[src/rtl/signals_sequencer.sv]
// Per-lane engine sequencer: turns software start/soft-reset vectors into launch pulses,
// tracks run/done/timeout per lane, and raises a single irq pulse on lane completion.
module signals_sequencer #(
  parameter int N_LANES = 4,
  parameter int CNT_W   = 16,
  parameter int TIMEOUT = 1000
) (
  input  logic               HCLK,
  input  logic               HRESET,
  input  logic [31:0]        reset_vec,
  input  logic [31:0]        start_vec,
  input  logic [N_LANES-1:0] eng_done,
  output logic [N_LANES-1:0] eng_start,
  output logic [N_LANES-1:0] eng_rst,
  output logic [N_LANES-1:0] busy,
  output logic [N_LANES-1:0] done,
  output logic [N_LANES-1:0] timeout,
  output logic [31:0]        status,
  output logic               irq
);

  typedef enum logic [2:0] {
    S_IDLE,
    S_LAUNCH,
    S_RUN,
    S_DONE,
    S_TOUT
  } lane_state_t;

  localparam logic [CNT_W-1:0] CNT_MAX = '1;
  localparam logic [CNT_W-1:0] CNT_TC  = CNT_W'(TIMEOUT - 1);
  localparam bit               TO_EN   = (TIMEOUT != 0);

  logic [N_LANES-1:0] start_q;
  logic [N_LANES-1:0] lane_enter;

  // Vector bits above the lane count are intentionally ignored.
  logic unused_hi;
  assign unused_hi = ^{reset_vec, start_vec};

  // start_q keeps tracking through soft reset so a held start bit cannot relaunch.
  always_ff @(posedge HCLK) begin
    if (HRESET) begin
      start_q <= '0;
      eng_rst <= '0;
      irq     <= 1'b0;
    end else begin
      start_q <= start_vec[N_LANES-1:0];
      eng_rst <= reset_vec[N_LANES-1:0];
      irq     <= |lane_enter;
    end
  end

  for (genvar i = 0; i < N_LANES; i++) begin : g_lane
    lane_state_t      state, state_nx;
    logic [CNT_W-1:0] cnt, cnt_nx;
    logic             rise;
    logic             enter;

    assign rise = start_vec[i] & ~start_q[i];

    always_ff @(posedge HCLK) begin
      if (HRESET) begin
        state <= S_IDLE;
        cnt   <= '0;
      end else begin
        state <= state_nx;
        cnt   <= cnt_nx;
      end
    end

    always_comb begin
      state_nx = state;
      cnt_nx   = cnt;
      enter    = 1'b0;
      if (reset_vec[i]) begin
        state_nx = S_IDLE;
        cnt_nx   = '0;
      end else begin
        case (state)
          S_IDLE: begin
            if (rise) state_nx = S_LAUNCH;
          end
          S_LAUNCH: begin
            cnt_nx   = '0;
            state_nx = S_RUN;
          end
          S_RUN: begin
            if (cnt != CNT_MAX) cnt_nx = cnt + CNT_W'(1);
            // Completion takes priority over a coincident terminal count.
            if (eng_done[i]) begin
              state_nx = S_DONE;
              enter    = 1'b1;
            end else if (TO_EN && (cnt == CNT_TC)) begin
              state_nx = S_TOUT;
              enter    = 1'b1;
            end
          end
          S_DONE, S_TOUT: begin
            if (!start_vec[i]) state_nx = S_IDLE;
          end
          default: state_nx = S_IDLE;
        endcase
      end
    end

    assign lane_enter[i] = enter;
    assign eng_start[i]  = (state == S_LAUNCH);
    assign busy[i]       = (state == S_LAUNCH) || (state == S_RUN);
    assign done[i]       = (state == S_DONE);
    assign timeout[i]    = (state == S_TOUT);
  end

  always_comb begin
    status                   = '0;
    status[N_LANES-1:0]      = done;
    status[16 +: N_LANES]    = timeout;
  end

endmodule

[config.mk]
export PLATFORM = sky130hd
export DESIGN_NAME = signals_sequencer
export DESIGN_NICKNAME = d
export VERILOG_FILES = /design/src/rtl/signals_sequencer.sv
export SDC_FILE = /design/constraint.sdc
export NUM_CORES = 1
export LEC_CHECK = 0
export ABC_AREA = 1
export CAP_MARGIN = 20
export CORE_MARGIN = 2
export CORE_UTILIZATION = 50
export DETAILED_ROUTE_END_ITERATION = 12
export GPL_TIMING_DRIVEN = 0
export PLACE_DENSITY = 0.79
export SKIP_LAST_GASP = 1
export SYNTH_ARGS = -nofsm -noshare
export SYNTH_HDL_FRONTEND = slang
export SYNTH_SLANG_ARGS = --single-unit
[constraint.sdc]
create_clock -name HCLK -period 3.55 [get_ports HCLK]
set_clock_uncertainty 0.2 [all_clocks]
set_input_delay 0.71 -clock HCLK [delete_from_list [all_inputs] [get_ports HCLK]]
set_output_delay 0.71 -clock HCLK [all_outputs]
set_load 0.03 [all_outputs]
== Yosys cells after proc, flatten, opt, wreduce, memory -nomap -nowiden ==
Cells that the tools add are included.

* Register bits: 85
* Word-level logic and storage cells: 136

* Add/sub/neg operators: 4
* Equal/unequal tests: 40
* Multiplexer cells: 44
* Bitwise logic cells: 8
* Reductions and logical operators: 29

{| class="wikitable"
|+ Operator list
! kind !! number
|-
| case mux 16 bit (2 select lines) || 4
|-
| adder 16 x 1 -> 16 bit, second input constant || 4
|-
| == test 16 x 10 -> 1 bit, second input constant || 4
|-
| two-way mux 16 bit || 4
|-
| != test 16 bit, second input constant || 4
|-
| two-way mux 3 bit || 16
|-
| case mux 3 bit (4 select lines) || 4
|-
| == test 3 x 2 -> 1 bit, second input constant || 8
|-
| != test 2 bit, second input constant || 12
|-
| two-way mux 1 bit || 16
|-
| OR reduction 2 bit || 8
|-
| == test 3 x 1 -> 1 bit, second input constant || 4
|-
| == test 3 bit, second input constant || 4
|-
| zero test 3 bit || 4
|-
| != test 3 bit, second input constant || 4
|-
| AND reduction 3 bit || 4
|-
| AND reduction 2 bit || 4
|-
| nonzero test 2 bit || 4
|-
| bitwise AND 1 bit || 4
|-
| logical OR 1 bit || 4
|-
| NOT 1 bit || 4
|-
| OR reduction 4 bit || 1
|}

== Longest topological paths before layout ==
Gate-level depths: netlist of the first run.

* Word-level depth: 6
* Gate-level depth with buffers: 11

== Least setup slack after synthesis of the first run ==
No wires, ideal clock.

* Kind: register -> output
* From: register g_lane[0].state[2]
* To: output eng_start[0]
* Arrival: 1107 ps
* Data required time: 2640 ps
* Setup slack: 1533 ps
* Stages on the path, launching flop included: 5
* Path through: dfxtp_1 -> inv_1 -> nand3_2 -> clkbuf_1 -> inv_1

* Word-level cells in the longest chain between the ends: 1

{| class="wikitable"
|+ Ends and longest elaborated chain
! element !! line !! text
|-
| start: declaration || 55 || <nowiki>lane_state_t state, state_nx;</nowiki>
|-
| start signal: assignment || 67 || <nowiki>state <= state_nx;</nowiki>
|-
| == test 3 x 1 -> 1 bit || 108 || <nowiki>assign eng_start[i] = (state == S_LAUNCH);</nowiki>
|-
| end: declaration || 13 || <nowiki>output logic [N_LANES-1:0] eng_start,</nowiki>
|}

No other way between the ends.

== Final worst setup path of the first run ==
* From: register g_lane[3].state[1]
* To: output busy[3]

* Word-level cells in the longest chain between the ends: 2

{| class="wikitable"
|+ Ends and longest elaborated chain
! element !! line !! text
|-
| start: declaration || 55 ||
|-
| start signal: assignment || 67 ||
|-
| == test 3 x 1 -> 1 bit or == test 3 x 2 -> 1 bit (tied branches) || 109 || <nowiki>assign busy[i] = (state == S_LAUNCH) || (state == S_RUN);</nowiki>
|-
| logical OR 1 bit (*) || 109 ||
|-
| end: declaration || 15 || <nowiki>output logic [N_LANES-1:0] busy,</nowiki>
|}

Mark *: on every way between the ends. The rest lies on a longest branch, timed or not.

==> flow_summary.yaml, run 1 <==
clock_network:
  cts_tree: "yes"
  cts_max_level: 3
  clock-root-buffer: "clkbuf_16"
  ctsResizeCount: 0
  clkLatencyLatePin_ns: 0.35
  cts_buffer_depth: 2
  cts_buffers: 9
  postCtsSetupRepairBufs: 0
  clkTransAtPathRegs_ns: 0.07
  postCtsHoldBufs: 0
  cts_sinks: 85
yosys:
  synthTopCellsByArea: "dfxtp_1, nand2_1, nor2_1"
  syn_area_um2: 5850
  synth_cells: 971
  yosys.area_share.xor_xnor_pct: 0.150
  yosys_warnings: 0
  synthMuxAreaShare_pct: 0
  avgSynthCellArea_um2: 6.02
  synth_top_family_by_area: "simple AND/OR/NAND/NOR gates"
  yosysSeqAreaShare_pct: 29.1
  yosysUniqueCellTypes: 37
  synthAdderAreaFrac_pct: 0.856
  yosys_register_bits: 85
  synthSimpleGateAreaFrac_pct: 46.2
  yosysTopAreaCell: "dfxtp_1"
  synth_compound_area_share_pct: 9.44
  synth_top_area_share_pct: 29.1
layout:
  mostFrequentLayoutCell: "nand2_1"
  layout.nets: 1121
  area_growth_pct: 16.5
  drive_above_1_share_pct: 14.3
  multi_input_area_um2: 3400
  antenna_cells: 0
  seq_area_um2: 1700
  final_cell_mix: "nand2_1, nor2_1, inv_1"
  n_fill_cell: 1126
  fin_area_um2: 6810
job:
  drv_cap: 0
placement:
  dpl_worst_slack_ns: 0.816
  dpl.hpwl_um: 9870
  gp_congestion: 0.904
  io_buffers: 42
  placed_area_um2: 6530
routing:
  avgRoutedWirePerCell_um: 11.2
  viasPerCell: 4.90
  vias: 5851
  detail-route-antenna-nets: 0
  drt_iter0_drc: 306
  drc_errors: 0
  wl_um: 13300
  first_pass_iters: 5
timing:
  rsz0062_at_grt: "no"
  timing.final.crit_share_pct: 87.5
  finalMaxSlewViolations: 0
  setup_viol: 0
  timing.final.ws_setup_ns: 0.443
  post-route-min-period_ns: 3.11
  fmax_mhz: 322
  worst_pin_slew_ns: 0.703
  relSlewSlack_pct: 53.1
  finalHoldViolations: 0
  setup_tns_ns: 0
critical_path:
  cp_max_fo: 10
  end_kind: "primary output"
  reg2reg_to: "g_lane[2].cnt[5]"
  crit_type: "reg -> out"
  arrival_ns: 2.20
  required_ns: 2.64
  r2r_slack_ns: 1.64
  rr_worst_depth: 10
  start_kind: "register"
  r2r-start: "g_lane[2].cnt[0]"
global_routing:
  grt_max_degree: 17
  grt_pass1_vias: 5249
  antenna_found_initial: 0
  grt-ovfl-total: 0
  grt.total_usage_pct: 21.8
  grt_pass1_wl_um: 23200
pwr:
  leakagePower_nw: 2.88
  vdd_drop_max_mv: 0.442
  power_density_nw_per_um2: 335
  power_mw: 2.28
floorplan:
  design.portCount: 123
  core_um2: 11400
  die_w_um: 112
  start_util_pct: 51.2
  die_area_um2: 12600
  chipHeight_um: 112
  rows: 39
min_path:
  min_from: "g_lane[3].cnt[1]"
  whs_endpoint: "g_lane[3].cnt[1]"
  min_delay_path_depth: 2
  hold_path.class: "reg -> reg"
run_status:
  status: "finished, final reports clean"
-- layout make-up --
class / instances / area share [%]
buffer: 43 / 4.55
clock inverter: 7 / 0.808
clock buffer: 9 / 3.31
multi-input combinational: 729 / 50.0
inverter: 137 / 7.58
timing repair buffer: 42 / 6.17
tap: 143 / 2.63
sequential: 85 / 25.0
-- synthesized netlist by cell type --
cell type  count
nand2_1      285
nor2_1       142
inv_1        117
nand3_1       98
dfxtp_1       85
a21oi_1       40
buf_4         32
nand2_2       21
a21oi_2       19
nand4_1       19
inv_2         17
nor2_2        16
o21ai_0       14
nor3_1         8
or2_2          7
clkbuf_1       6
nand3_2        5
o21ai_1        5
ha_1           4
nand2_4        4
a31oi_1        3
nor3_4         3
buf_2          2
buf_6          2
clkinv_1       2
nand3b_1       2
o21ai_4        2
o21bai_1       2
a22oi_1        1
and2_1         1
buf_8          1
conb_1         1
inv_4          1
nor2_4         1
o211ai_1       1
o21ai_2        1
xnor2_1        1
-- worst max path at each step --
stage | startpoint | endpoint | slack, ns | cells after the start
after floorplan | g_lane[0].state[2] | eng_start[0] | 1.53 | 4
after global placement | g_lane[3].state[1] | busy[3] | 0.82 | 5
after detailed placement | g_lane[3].state[1] | busy[3] | 0.82 | 5
after CTS | g_lane[3].state[1] | busy[3] | 0.43 | 5
after global routing | g_lane[0].state[2] | eng_start[0] | 0.34 | 5
final | g_lane[3].state[1] | busy[3] | 0.44 | 5
-- critical path, stage by stage, from the launching register on --
cell and delay [ns]:
dfxtp_1 0.40, inv_2 0.08, nor3_4 0.42, inv_4 0.14, nand2_4 0.13, clkdlybuf4s50_1 0.68
-- state kept, by name, indices dropped and copies added, names as in the netlist --
signal and cells:
start_q 4, eng_rst 4, g_lane.state 12, g_lane.cnt 64, irq 1
-- report_power, final --
group          switching, mW  internal [mW]  total, mW
clock network          0.432          0.483      0.915
registers             0.0157          0.969      0.984
logic                  0.252          0.134      0.385
-- stage by stage --
step	hold WS [ns]	cells	util, %
after floorplan	0.242	994	-
after global placement	0.257	1179	57.2
after detailed placement	0.265	1179	57.2
after CTS	0.274	1195	59.7
after global routing	0.310	1195	59.7
final	0.271	1195	59.7
-- per-layer routing --
metal / GRT usage (%) / vias up / routed length [um]
li1: - / 3150 / -
met1: 29.0 / 2543 / 6370
met2: 35.1 / 144 / 5980
met3: 5.62 / 14 / 781
met4: 6.50 / 0 / 194
met5: 0 / - / 0
-- cell families after synthesis --
kind of cell / Yosys count
simple gates: 612
fa+ha+maj: 4
xor+xnor: 1
other cells: 1
flops: 85
compound gates: 88
buf+inv: 180
Note: power is estimated with default switching activity, not from simulation.
==> inputs of run 2 (changes only) <==
--- a/config.mk
+++ b/config.mk
@@ -8,10 +8,9 @@
 export ABC_AREA = 1
 export CAP_MARGIN = 20
 export CORE_MARGIN = 2
-export CORE_UTILIZATION = 50
+export CORE_UTILIZATION = 56
 export DETAILED_ROUTE_END_ITERATION = 12
-export GPL_TIMING_DRIVEN = 0
-export PLACE_DENSITY = 0.79
+export PLACE_DENSITY = 0.87
 export SKIP_LAST_GASP = 1
 export SYNTH_ARGS = -nofsm -noshare
 export SYNTH_HDL_FRONTEND = slang
==> constraint.sdc (replaced) <==
create_clock -name HCLK -period 3.75 [get_ports HCLK]
set_clock_uncertainty 0.2 [all_clocks]
set_input_delay 0.75 -clock HCLK [delete_from_list [all_inputs] [get_ports HCLK]]
set_output_delay 0.75 -clock HCLK [all_outputs]
set_load 0.03 [all_outputs]
==> flow_summary.yaml, run 2 (synthesis gave the netlist of run 1 again) <==
floorplan:
  die_w_um: 106
  rows: 37
  start_util_pct: 57.1
  die_area_um2: 11300
  chipHeight_um: 106
  core_um2: 10200
  design.portCount: 123
timing:
  worst_pin_slew_ns: 0.585
  finalMaxSlewViolations: 0
  relSlewSlack_pct: 61.0
  fmax_mhz: 320
  finalHoldViolations: 0
  setup_tns_ns: 0
  rsz0062_at_grt: "no"
  post-route-min-period_ns: 3.12
  timing.final.crit_share_pct: 83.3
  setup_viol: 0
job:
  drv_cap: 0
routing:
  drc_errors: 0
  wl_um: 13100
  drt_iter0_drc: 203
  viasPerCell: 5.16
  detail-route-antenna-nets: 0
  vias: 5949
  avgRoutedWirePerCell_um: 11.4
  first_pass_iters: 5
placement:
  gp_congestion: 0.911
  place_inst: 1138
  dpl.hpwl_um: 9630
  io_buffers: 42
clock_network:
  postCtsSetupRepairBufs: 0
  cts_buffer_depth: 2
  cts_max_level: 3
  cts_tree: "yes"
  clkTransAtPathRegs_ns: 0.08
  clkLatencyLatePin_ns: 0.35
  ctsResizeCount: 0
  postCtsHoldBufs: 0
  cts_sinks: 85
  clock-root-buffer: "clkbuf_8"
  cts_buffers: 9
global_routing:
  busiest_layer: "met2"
  grt-ovfl-total: 0
  grt_max_degree: 20
  grt_use_met3_pct: 2.70
  met1_usage_pct: 30.7
  grtUsageMet2_pct: 42.2
  grt.total_usage_pct: 24.3
  grt_pass1_vias: 5427
  grt_pass1_wl_um: 23000
  antenna_found_initial: 0
critical_path:
  path_buf_inv: 4
  end_kind: "primary output"
  crit_type: "reg -> out"
  crit_chain: "inv_2 -> nor3_4 -> buf_4 -> inv_2 -> nand2_1 -> clkdlybuf4s50_1"
  slowest_delay_ns: 0.72
  crit_family: "buffers and inverters"
  slowest_stage: "clkdlybuf4s50_1"
  required_ns: 2.80
  worst_path_most_repeated_cell: "inv_2"
  r2r_slack_ns: 1.70
  start_kind: "register"
  cp_max_fo: 12
  arrival_ns: 2.17
pwr:
  power_mw: 2.04
  leakagePower_nw: 2.70
  power_density_nw_per_um2: 313
  vdd_drop_max_mv: 0.179
layout:
  antenna_cells: 0
  final_cell_mix: "nand2_1, nor2_1, inv_1"
  mostFrequentLayoutCell: "nand2_1"
  reg.largest.list: "g_lane.cnt: 64 flops, g_lane.state: 12 flops"
  largest_reg_flops: 64
  layout.cells.non_filler: 1153
  layout.nets: 1087
  area_growth_pct: 11.3
  regMostFlops: "g_lane.cnt"
  n_fill_cell: 959
  drive_above_1_share_pct: 11.7
run_status:
  status: "finished, final reports clean"
min_path:
  hold_path.class: "reg -> reg"
[run 2: changes by cell type in the layout (fill, tap and decap cells not counted), moves of 3 or more]
cell       previous run  this run
buf_4                32         9
clkbuf_16             9         0
clkbuf_8              0         9
clkbuf_1              6         2
inv_6                 4         0
bufinv_16             0         3
[run 2: worst min-delay path: stages, from the launching register on]
cell and delay (ns):
dfxtp_1 0.33, nand2_1 0.07, nand2_1 0.04
[run 2: routing by layer]
layer | wire length [um] | up-vias
met5 | 0 | -
met4 | 221 | 0
met3 | 695 | 15
met2 | 6250 | 176
met1 | 5960 | 2691
li1 | - | 3067
[run 2: metrics by stage]
step	instance area [um^2]	worst slack, ns	utilization, %	hold WS, ns
2_1_floorplan	5930	1.69	-	0.242
6_report	6510	0.627	63.6	0.273
3_5_place_dp	6280	0.998	61.4	0.268
3_3_place_gp	6280	0.987	61.4	0.257
5_1_grt	6510	0.514	63.6	0.315
4_1_cts	6510	0.614	63.6	0.277
[run 2: final timing paths]
path	start	to	cells past startpoint
setup / recovery	g_lane[1].state[1]	busy[1]	6
hold reg to reg	g_lane[3].cnt[1]	g_lane[3].cnt[1]	2
hold / removal	g_lane[3].cnt[1]	g_lane[3].cnt[1]	2
setup reg to reg	g_lane[0].cnt[0]	g_lane[0].cnt[9]	10
[run 2: report_power, final]
part | internal, mW | switching (mW)
Clock | 0.440 | 0.329
Sequential | 0.916 | 0.0152
Combinational | 0.103 | 0.236
[run 2: area by class of cell]
cell class,count,area [um^2],share of cell area (%)
Sequential cell,85,1700,26.1
Timing Repair Buffer,51,488,7.50
Multi-Input combinational cell,729,3400,52.3
Inverter,137,517,7.94
Clock buffer,11,131,2.02
Tap cell,136,170,2.61
Clock inverter,4,97.6,1.50
==> inputs of run 3 (changes only) <==
--- a/config.mk
+++ b/config.mk
@@ -8,9 +8,9 @@
 export ABC_AREA = 1
 export CAP_MARGIN = 20
 export CORE_MARGIN = 2
-export CORE_UTILIZATION = 56
+export CORE_UTILIZATION = 52
 export DETAILED_ROUTE_END_ITERATION = 12
-export PLACE_DENSITY = 0.87
+export PLACE_DENSITY = 0.81
 export SKIP_LAST_GASP = 1
 export SYNTH_ARGS = -nofsm -noshare
 export SYNTH_HDL_FRONTEND = slang
==> constraint.sdc (replaced) <==
create_clock -name HCLK -period 3.1 [get_ports HCLK]
set_clock_uncertainty 0.2 [all_clocks]
set_input_delay 0.62 -clock HCLK [delete_from_list [all_inputs] [get_ports HCLK]]
set_output_delay 0.62 -clock HCLK [all_outputs]
set_load 0.03 [all_outputs]
==> flow_summary.yaml, run 3 (synthesis gave the netlist of run 1 again) <==
global_routing:
  grt_pass1_vias: 5075
  grt-ovfl-total: 0
  antenna_found_initial: 0
  grt_max_degree: 17
  grt_pass1_wl_um: 22400
  grt.total_usage_pct: 23.0
layout:
  area_growth_pct: 11.3
  drive_above_1_share_pct: 12.2
  mostFrequentLayoutCell: "nand2_1"
  final_cell_mix: "nand2_1, nor2_1, inv_1"
  layout.nets: 1089
  largest_reg_flops: 64
  regMostFlops: "g_lane.cnt"
  final_util_pct: 59.8
  antenna_cells: 0
  fin_area_um2: 6510
  reg.largest.list: "g_lane.cnt: 64 flops, g_lane.state: 12 flops"
  n_fill_cell: 1066
placement:
  placed_area_um2: 6300
  dpl.hpwl_um: 9660
  io_buffers: 42
  gp_congestion: 0.894
  dpl_worst_slack_ns: 0.521
critical_path:
  start_kind: "register"
  crit_type: "reg -> out"
  required_ns: 2.28
  slowest_stage: "clkdlybuf4s50_1"
  crit_family: "buffers and inverters"
  crit_chain: "nor3_4 -> inv_2 -> nand2_1 -> clkdlybuf4s50_1"
  path_buf_inv: 2
  slowest_delay_ns: 0.73
  arrival_ns: 2.07
  end_kind: "primary output"
  cp_max_fo: 8
clock_network:
  cts_tree: "yes"
  cts_buffer_depth: 2
  clkTransAtPathRegs_ns: 0.10
  cts_buffers: 9
  clkLatencyLatePin_ns: 0.38
  postCtsHoldBufs: 0
  clock-root-buffer: "clkbuf_8"
  ctsResizeCount: 0
  postCtsSetupRepairBufs: 0
  cts_sinks: 85
  cts_max_level: 3
timing:
  whs_ns: 0.277
  timing.final.crit_share_pct: 93.2
  worst_pin_slew_ns: 0.568
  setup_tns_ns: 0
  fmax_mhz: 346
  rsz0062_at_grt: "no"
  relSlewSlack_pct: 62.1
  setup_viol: 0
  timing.final.ws_setup_ns: 0.210
  finalHoldViolations: 0
  post-route-min-period_ns: 2.89
  finalMaxSlewViolations: 0
pwr:
  vdd_drop_max_mv: 0.339
  power_density_nw_per_um2: 366
  leakagePower_nw: 2.70
min_path:
  hold_path.class: "reg -> reg"
job:
  drv_cap: 0
floorplan:
  core_um2: 10900
  rows: 38
  die_area_um2: 12100
  die_w_um: 110
  design.portCount: 123
  chipHeight_um: 110
  start_util_pct: 53.7
run_status:
  status: "finished, final reports clean"
routing:
  wl_um: 13100
  drc_errors: 0
  detail-route-antenna-nets: 0
  viasPerCell: 5.04
  drt_iter0_drc: 238
  avgRoutedWirePerCell_um: 11.3
  vias: 5843
  first_pass_iters: 6
==> run 3: routing by layer <==
| metal | share of wire, % | wire length [um] | global-route usage (%) |
|---|---|---|---|
| met4 | 1.2 | 151 | 7.32 |
| met1 | 48 | 6250 | 30.7 |
| met5 | 0 | 0 | 0 |
| met2 | 46 | 5980 | 37.4 |
| met3 | 5.2 | 676 | 4.23 |
==> run 3: final timing paths <==
check,start,endpoint,slack [ns],depth (start not counted)
min,g_lane[3].cnt[1],g_lane[3].cnt[1],0.28,2
min reg2reg,g_lane[3].cnt[1],g_lane[3].cnt[1],0.28,2
max,g_lane[1].state[0],busy[1],0.21,4
max reg2reg,g_lane[0].cnt[1],g_lane[0].cnt[9],1.01,10
==> run 3: worst reg2reg max path, delay by kind of cell, from the launching register on <==
| kind | cells | cell delay (ns) |
|---|---|---|
| buffers and inverters | 1 | 0.03 |
| AO/OA/AOI/OAI | 1 | 0.40 |
| adder cells (fa/ha/maj) | 1 | 0.23 |
| AND/OR/NAND/NOR | 7 | 0.77 |
| flip-flops | 1 | 0.38 |
==> run 3: final cells by class <==
class	instances	area [um^2]	share of cell area, %
Inverter	137	517	7.94
Sequential cell	85	1700	26.1
Timing Repair Buffer	53	503	7.73
Multi-Input combinational cell	729	3400	52.3
Clock inverter	7	83.8	1.29
Tap cell	140	175	2.69
Clock buffer	9	124	1.90
==> run 3: power by group <==
| group | leakage, nW | switching [mW] | internal, mW |
|---|---|---|---|
| logic | 1.91 | 0.286 | 0.127 |
| clock network | 0.102 | 0.456 | 0.385 |
| registers | 0.688 | 0.0176 | 1.11 |
| total | 2.70 | 0.760 | 1.62 |
==> run 3: stage by stage <==
stage / total power, mW / instances
after CTS: 2.40 / 1160
after global placement: 1.56 / 1144
after detailed placement: 1.56 / 1144
after floorplan: 1.47 / 994
final: 2.38 / 1160
after global routing: 2.49 / 1160
